**config.mk**
```make
export PLATFORM = sky130hd
export DESIGN_NAME = uart_cmd_decoder
export DESIGN_NICKNAME = d
export VERILOG_FILES = /design/src/rtl/uart_cmd_decoder.sv
export SDC_FILE = /design/constraint.sdc
export NUM_CORES = 1
export LEC_CHECK = 0
export CAP_MARGIN = 25
export CORE_ASPECT_RATIO = 1.25
export CORE_MARGIN = 5
export CORE_UTILIZATION = 39
export CTS_CLUSTER_DIAMETER = 50
export DETAILED_ROUTE_END_ITERATION = 10
export DONT_BUFFER_PORTS = 1
export PLACE_DENSITY = 0.57
export SLEW_MARGIN = 40
export SYNTH_ARGS = -nofsm -noshare
export SYNTH_HDL_FRONTEND = slang
export SYNTH_SLANG_ARGS = --single-unit
export TNS_END_PERCENT = 1
```
**constraint.sdc**
```tcl
create_clock -name clk -period 5 [get_ports clk]
set_input_delay 0.5 -clock clk [delete_from_list [all_inputs] [get_ports clk]]
set_output_delay 0.5 -clock clk [all_outputs]
set_load 0.01 [all_outputs]
```
**src/rtl/uart_cmd_decoder.sv**
```systemverilog
// UART command decoder: turns received bytes (WASD, R, ANSI arrow-key
// escape sequences) into one-cycle direction / restart pulses, counts
// rejected input, and abandons stalled escape sequences after TIMEOUT cycles.
module uart_cmd_decoder #(
   parameter int TIMEOUT = 50000
) (
   input  logic       clk,
   input  logic       rst,
   input  logic [7:0] i_rx_data,
   input  logic       i_rx_valid,
   output logic [2:0] o_dir,
   output logic       o_restart,
   output logic [7:0] o_err_count,
   output logic       o_seq_busy
);

   // state | meaning
   // IDLE  | waiting for a single-byte command or an escape byte
   // ESC   | 0x1B received, expecting '[' (0x5B)
   // CSI   | 0x1B 0x5B received, expecting the arrow final byte
   typedef enum logic [1:0] {
      IDLE = 2'd0,
      ESC  = 2'd1,
      CSI  = 2'd2
   } state_t;

   localparam logic [2:0]  DIR_UP    = 3'd0;
   localparam logic [2:0]  DIR_RIGHT = 3'd1;
   localparam logic [2:0]  DIR_DOWN  = 3'd2;
   localparam logic [2:0]  DIR_LEFT  = 3'd3;
   localparam logic [2:0]  DIR_NONE  = 3'd4;

   localparam logic [7:0]  BYTE_ESC  = 8'h1B;
   localparam logic [7:0]  BYTE_CSI  = 8'h5B;

   localparam logic [15:0] TMO_LAST  = 16'(TIMEOUT - 1);

   state_t      state;
   logic [15:0] tmo_cnt;

   // Single-byte commands, case-insensitive; DIR_NONE when not a direction.
   function automatic logic [2:0] idle_dir(input logic [7:0] b);
      logic [2:0] d;
      d = DIR_NONE;
      case (b)
         8'h77, 8'h57: d = DIR_UP;
         8'h64, 8'h44: d = DIR_RIGHT;
         8'h73, 8'h53: d = DIR_DOWN;
         8'h61, 8'h41: d = DIR_LEFT;
         default:      d = DIR_NONE;
      endcase
      return d;
   endfunction

   // Arrow-key final bytes of ESC [ x; DIR_NONE when not an arrow.
   function automatic logic [2:0] csi_dir(input logic [7:0] b);
      logic [2:0] d;
      d = DIR_NONE;
      case (b)
         8'h41:   d = DIR_UP;
         8'h43:   d = DIR_RIGHT;
         8'h42:   d = DIR_DOWN;
         8'h44:   d = DIR_LEFT;
         default: d = DIR_NONE;
      endcase
      return d;
   endfunction

   function automatic logic is_restart(input logic [7:0] b);
      return (b == 8'h72) || (b == 8'h52);
   endfunction

   // CR, LF and space arrive from terminals routinely and are not errors.
   function automatic logic is_ignored(input logic [7:0] b);
      return (b == 8'h0D) || (b == 8'h0A) || (b == 8'h20);
   endfunction

   function automatic logic [7:0] sat_inc(input logic [7:0] c);
      return (c == 8'hFF) ? c : c + 8'd1;
   endfunction

   // Decoder FSM with registered pulse outputs, error counter and timeout.
   // A received byte always wins over a timeout landing on the same cycle.
   always_ff @(posedge clk or negedge rst) begin
      if (!rst) begin
         state       <= IDLE;
         o_dir       <= DIR_NONE;
         o_restart   <= 1'b0;
         o_err_count <= 8'd0;
         o_seq_busy  <= 1'b0;
         tmo_cnt     <= 16'd0;
      end else begin
         o_dir     <= DIR_NONE;
         o_restart <= 1'b0;
         if (i_rx_valid) begin
            tmo_cnt <= 16'd0;
            case (state)
               IDLE: begin
                  if (i_rx_data == BYTE_ESC) begin
                     state      <= ESC;
                     o_seq_busy <= 1'b1;
                  end else if (idle_dir(i_rx_data) != DIR_NONE) begin
                     o_dir <= idle_dir(i_rx_data);
                  end else if (is_restart(i_rx_data)) begin
                     o_restart <= 1'b1;
                  end else if (!is_ignored(i_rx_data)) begin
                     o_err_count <= sat_inc(o_err_count);
                  end
               end
               ESC: begin
                  if (i_rx_data == BYTE_CSI) begin
                     state      <= CSI;
                     o_seq_busy <= 1'b1;
                  end else if (i_rx_data == BYTE_ESC) begin
                     state      <= ESC;
                     o_seq_busy <= 1'b1;
                  end else begin
                     state       <= IDLE;
                     o_seq_busy  <= 1'b0;
                     o_err_count <= sat_inc(o_err_count);
                  end
               end
               CSI: begin
                  state      <= IDLE;
                  o_seq_busy <= 1'b0;
                  if (csi_dir(i_rx_data) != DIR_NONE) begin
                     o_dir <= csi_dir(i_rx_data);
                  end else begin
                     o_err_count <= sat_inc(o_err_count);
                  end
               end
               default: begin
                  state      <= IDLE;
                  o_seq_busy <= 1'b0;
               end
            endcase
         end else if (state != IDLE) begin
            if (tmo_cnt == TMO_LAST) begin
               state       <= IDLE;
               o_seq_busy  <= 1'b0;
               tmo_cnt     <= 16'd0;
               o_err_count <= sat_inc(o_err_count);
            end else begin
               tmo_cnt <= tmo_cnt + 16'd1;
            end
         end
      end
   end

endmodule

```
==> Word level (Yosys, flattened, before mapping) <==
Cells that the tools add are included.
W data, S select, Z words.
{ "word_totals": {"ff_bits": 31, "input_bits": 11, "out_inout_bits": 13, "wordCells": 99} }
{ "op_classes": {"add_sub_neg": 2, "eq_ne": 32, "muxes": 46, "n_reduce_logical": 13} }
{ "ops": {"columns": ["operator", "count"], "rows": [
  ["$eq A8 B7 Y1 const B", 13],
  ["$mux W8", 11],
  ["$mux W16", 3],
  ["$ne A3 B3 Y1 const B", 10],
  ["$mux W3", 9],
  ["$pmux W3 S4", 2],
  ["$pmux W8 S3", 1],
  ["$add A16 B1 Y16 const B", 1],
  ["$eq A16 B16 Y1 const B", 1],
  ["$eq A8 B4 Y1 const B", 2],
  ["$mux W1", 12],
  ["$mux W2", 5],
  ["$reduce_and A10 Y1", 1],
  ["$add A8 B1 Y8 const B", 1],
  ["$eq A8 B5 Y1 const B", 1],
  ["$eq A8 B6 Y1 const B", 1],
  ["$eq A8 B8 Y1 const B", 1],
  ["$reduce_or A2 Y1", 4],
  ["$pmux W3 S2", 1],
  ["$reduce_bool A2 Y1", 3],
  ["$ne A4 B1 Y1 const B", 1],
  ["$pmux W2 S2", 1],
  ["$logic_or A1 B1 Y1", 3],
  ["$reduce_and A3 Y1", 1],
  ["4 further kinds", 4]
]} }

==> Logic depth before layout (Yosys ltp) <==
{ "depth": {"word_depth": 11, "mapped_depth": 9, "mapped_depth_nobuf": 8} }

==> Least setup slack after synthesis <==
Ideal clock, no wire load.
{ "synth_path": {"path_kind": "register to register", "from": "register tmo_cnt[13]", "to": "register o_err_count[1]", "setup_time_ns": 0.127, "arrival_ns": 2.131, "required_ns": 4.873, "setup_slack_ns": 2.741, "stages_incl_launch_ff": 6, "n_path_buf": 0, "synth_period_minus_slack_ns": 2.259, "cell_sequence": "dfrtp_1 -> or4_4 -> o41ai_4 -> nand3_2 -> a211oi_4 -> mux2_1"} }
{ "synth_via": {"elab_chain_len": 3} }
{ "synth_lines": {"columns": ["item", "line_no", "rtl"], "rows": [
  ["start, declared", "39", "logic [15:0] tmo_cnt;"],
  ["start signal, assigned", "144", "tmo_cnt <= tmo_cnt + 16'd1;"],
  ["$eq A16 B16 Y1", "138", "if (tmo_cnt == TMO_LAST) begin"],
  ["$reduce_bool A2 Y1 (no source line)", null, null],
  ["$reduce_and A10 Y1 (no source line)", null, null],
  ["end signal, assigned", "120", "o_err_count <= sat_inc(o_err_count);"],
  ["end signal, assigned", "129", "o_err_count <= sat_inc(o_err_count);"],
  ["end signal, assigned", "142", "o_err_count <= sat_inc(o_err_count);"],
  ["end, declared", "13", "output logic [7:0] o_err_count,"]
]} }
No other way between the ends.
A chain may end at the register's enable or synchronous reset.

==> Worst setup path in the final report <==
{ "layout_path": {"from": "register state[0]", "to": "register o_err_count[1]"} }
{ "layout_via": {"elab_chain_len": 3, "word_cells_on_any_way": 16, "cone_classes": "eq/ne (10); mux (2); reduce/logical (4)"} }
{ "layout_lines": {"columns": ["item", "line_no", "rtl"], "rows": [
  ["start, declared", "38", "state_t state;"],
  ["start signal, assigned", "86", "state <= IDLE;"],
  ["start signal, assigned", "100", "state <= ESC;"],
  ["start signal, assigned", "112", "state <= CSI;"],
  ["$eq A2 B2 Y1 (tied with other cells)", "97", "case (state)"],
  ["$ne A4 B1 Y1 (no source line) (tied with other cells)", null, null],
  ["$reduce_and A10 Y1 (no source line) / $mux W8 (equally long branches)", null, null],
  ["end signal, assigned", "107", "o_err_count <= sat_inc(o_err_count);"],
  ["end signal, assigned", "120", null],
  ["end signal, assigned", "129", null]
]} }
Several ways; a longest one is shown, not always the timed one.

==> results_dict.tcl <==
set metrics [dict create \
    outcome "finished, final reports clean" \
    rr_worst_depth 7 \
    grt.total_usage_pct 14.8 \
    synth_most_common_cell "dfrtp_1" \
    hpwl_mm 2.92 \
    synth_nets 218 \
    r2r_slack_ns 2.19 \
    max_freq_mhz 355 \
    fp.dieW_um 71.8 \
    grt_setup_unrepaired "false" \
    nNetsFinal 218 \
    crit_path_end_kind "flop" \
    setup.worst_path.class "flop to flop" \
    rows 28 \
    synth_cells 202 \
    fin_area_um2 2030 \
    drt_iter0_markers 77 \
    p_sw_mw 0.174 \
    syn_area_per_cell_um2 9.23 \
    use_met2_pct 25.8 \
    grtUsageMet3_pct 3.93 \
    cts-root-buf "clkbuf_8" \
    fillers 490 \
    reg2reg_from "state[0]" \
    drive_above_1_share_pct 6.40 \
    drt_wl_total_mm 4.18 \
    syn_area_um2 1860 \
    power_frac_comb_pct 11.9 \
    syn_to_final_growth_pct 8.86 \
    synth_area_leaders "dfrtp_1 40%, nand2_1 5.2%, xnor2_1 4.7%" \
    timing.rr.end "o_err_count[1]" \
    ios 24 \
    cts_made_buffers 5 \
    cts_sinks 31 \
    period_minus_slack_ns 2.81 \
    viasPerCell 5.57 \
    crit_required_ns 5.17 \
    max-clock-path-buffers 2 \
    critPathMaxFanout 15 \
    ir_drop_mv 0.142 \
    vias 1464 \
    clk_pin_slew_ns 0.07 \
    gr-total-overflow 0 \
    drc 0 \
    cp_data_arrival_time_ns 2.98 \
    stdcell_count 263 \
    intPower_mw 0.443 \
    dr.pass1.iters 4 \
    hold_viol 0 \
    fin_crit_sh_pct 56.3 \
    port-buffer-count 0 \
    die_height_um 87.3 \
    grt_max_degree 31 \
    layout_setup_ws_ns 2.19 \
    die_area_um2 6270 \
    synth_edf_count 0 \
    ys.flop_type "dfrtp_1" \
    p_leak_nw 0.793 \
    placed_area_um2 1910 \
    ant_nets 0 \
    initial_core_util_pct 39.7 \
    worstMarginPinSlew_ns 0.741 \
    p_seq_share_pct 52.8 \
    yosys-top-cells-count "30 x dfrtp_1, 26 x nand2_1, 12 x nor2_1, 12 x o21ai_0" \
    cts_resized 0 \
    p_clk_share_pct 35.3 \
    cap_viol_max_count 0 \
    final-setup-viol-count 0 \
    synth_seq_area_share_pct 41.7 \
    antennaDiodeCount 0 \
    p_per_area_nw_per_um2 304 \
    htree_num_levels 2 \
    placedCellCount 254 \
    hold_path.class "primary input to async pin" \
    yosys.area.top_type "dfrtp_1" \
    fin_skew_ns 0.00446 \
    grt_pass1_wl_mm 7.22 \
    synth_warnings 0 \
    synthArstFlopShare_pct 100 \
    ys_ff_latch 31 \
    grt_pass1_vias 1476 \
    start_kind "flop" \
    clk_latency_ns 0.28 \
    grt_antenna_before_repair 0 \
    fin_tns_setup_ns 0 \
    synth_top_area_share_pct 40.3 \
    crit_path_start "state[0]" \
    coreArea_um2 4690 \
    wl_per_cell_um 15.9 \
    cts_tree "yes" \
    drv_slew 0 \
    slew_headroom_pct 50.4 \
    preCtsSetupSlack_ns 2.16 \
    switching_share_pct 28.2 \
    worst_hold_slack_ns 0.0425 \
    synth_cell_types 44 \
    use_met1_pct 16.1 \
    gp_congestion 0.796 \
    grt_most_used_layer "met2" \
]
[power groups by stage]
| stage | clock (mW) | sequential [mW] | combinational (mW) |
|---|---|---|---|
| floorplan | 0 | 0.321 | 0.0632 |
| global placement | 0 | 0.331 | 0.0667 |
| detailed placement | 0 | 0.331 | 0.0677 |
| CTS | 0.224 | 0.327 | 0.0745 |
| global route | 0.236 | 0.331 | 0.0847 |
| finish | 0.218 | 0.325 | 0.0734 |
[stage by stage]
step	util, %	total power, mW
2_1_floorplan	-	0.384
3_3_place_gp	40.7	0.398
3_5_place_dp	40.7	0.399
4_1_cts	43.2	0.625
5_1_grt	43.2	0.652
6_report	43.2	0.617
[final cells by class]
type	count	area [um2]	area share, %
clock buffer	8	100	4.93
tap	60	75.1	3.70
timing repair buffer	1	20.0	0.986
inverter	4	15.0	0.740
multi-input combinational	159	1040	51.4
sequential	31	777	38.3
[cell usage in the layout, fill, tap and decap left out, types with 5 or more instances in the layout]
cell | synthesis | final
ha_1 | 5 | 5
nand2_1 | 26 | 26
xor2_1 | 8 | 8
o21ai_0 | 12 | 12
nand3_1 | 10 | 10
clkbuf_8 | 0 | 7
nor2b_1 | 8 | 8
xnor2_1 | 10 | 10
or3_1 | 6 | 6
dfrtp_1 | 30 | 30
nor2_1 | 12 | 12
a21oi_1 | 6 | 6
nand4_1 | 8 | 8
[per-layer routing]
layer,up-vias,wire length (um)
met2,28,2100
met1,699,1760
met5,-,0
met3,8,210
li1,729,-
met4,0,112
[critical path, stage by stage (launching register included)]
cell and delay [ns]:
dfrtp_1 0.37, inv_1 0.07, ha_1 0.37, nand4b_1 0.30
o41ai_4 0.63, nand3_2 0.17, a211oi_4 0.42, mux2_1 0.36
[repair_timing]
action,4_1_cts,5_1_grt
buffers inserted,0,0
hold buffers,1,0
hold endpoints to repair,30,0
[how the worst max path moves through the flow]
stage               cells after the start        endpoint  slack, ns
finish                                  7  o_err_count[1]       2.19
detailed placement                      7  o_err_count[1]       2.16
global route                            7  o_err_count[1]       1.94
global placement                        5  o_err_count[1]       2.22
CTS                                     7  o_err_count[1]       2.16
floorplan                               5  o_err_count[1]       2.74
[cell families after synthesis]
| family | Yosys count | share of synthesized area [%] |
|---|---|---|
| simple gates | 101 | 30.3 |
| compound gates | 34 | 13.2 |
| flops | 31 | 41.7 |
| xor+xnor | 18 | 8.46 |
| buf+inv | 12 | 2.42 |
| fa+ha+maj | 5 | 3.36 |
| mux | 1 | 0.604 |
[state kept, by name, summed over array words and instances, names as in the netlist]
name	cells
state	2
o_seq_busy	1
tmo_cnt	16
o_err_count	8
o_dir	3
o_restart	1
Power figures use the tool's default switching activity.
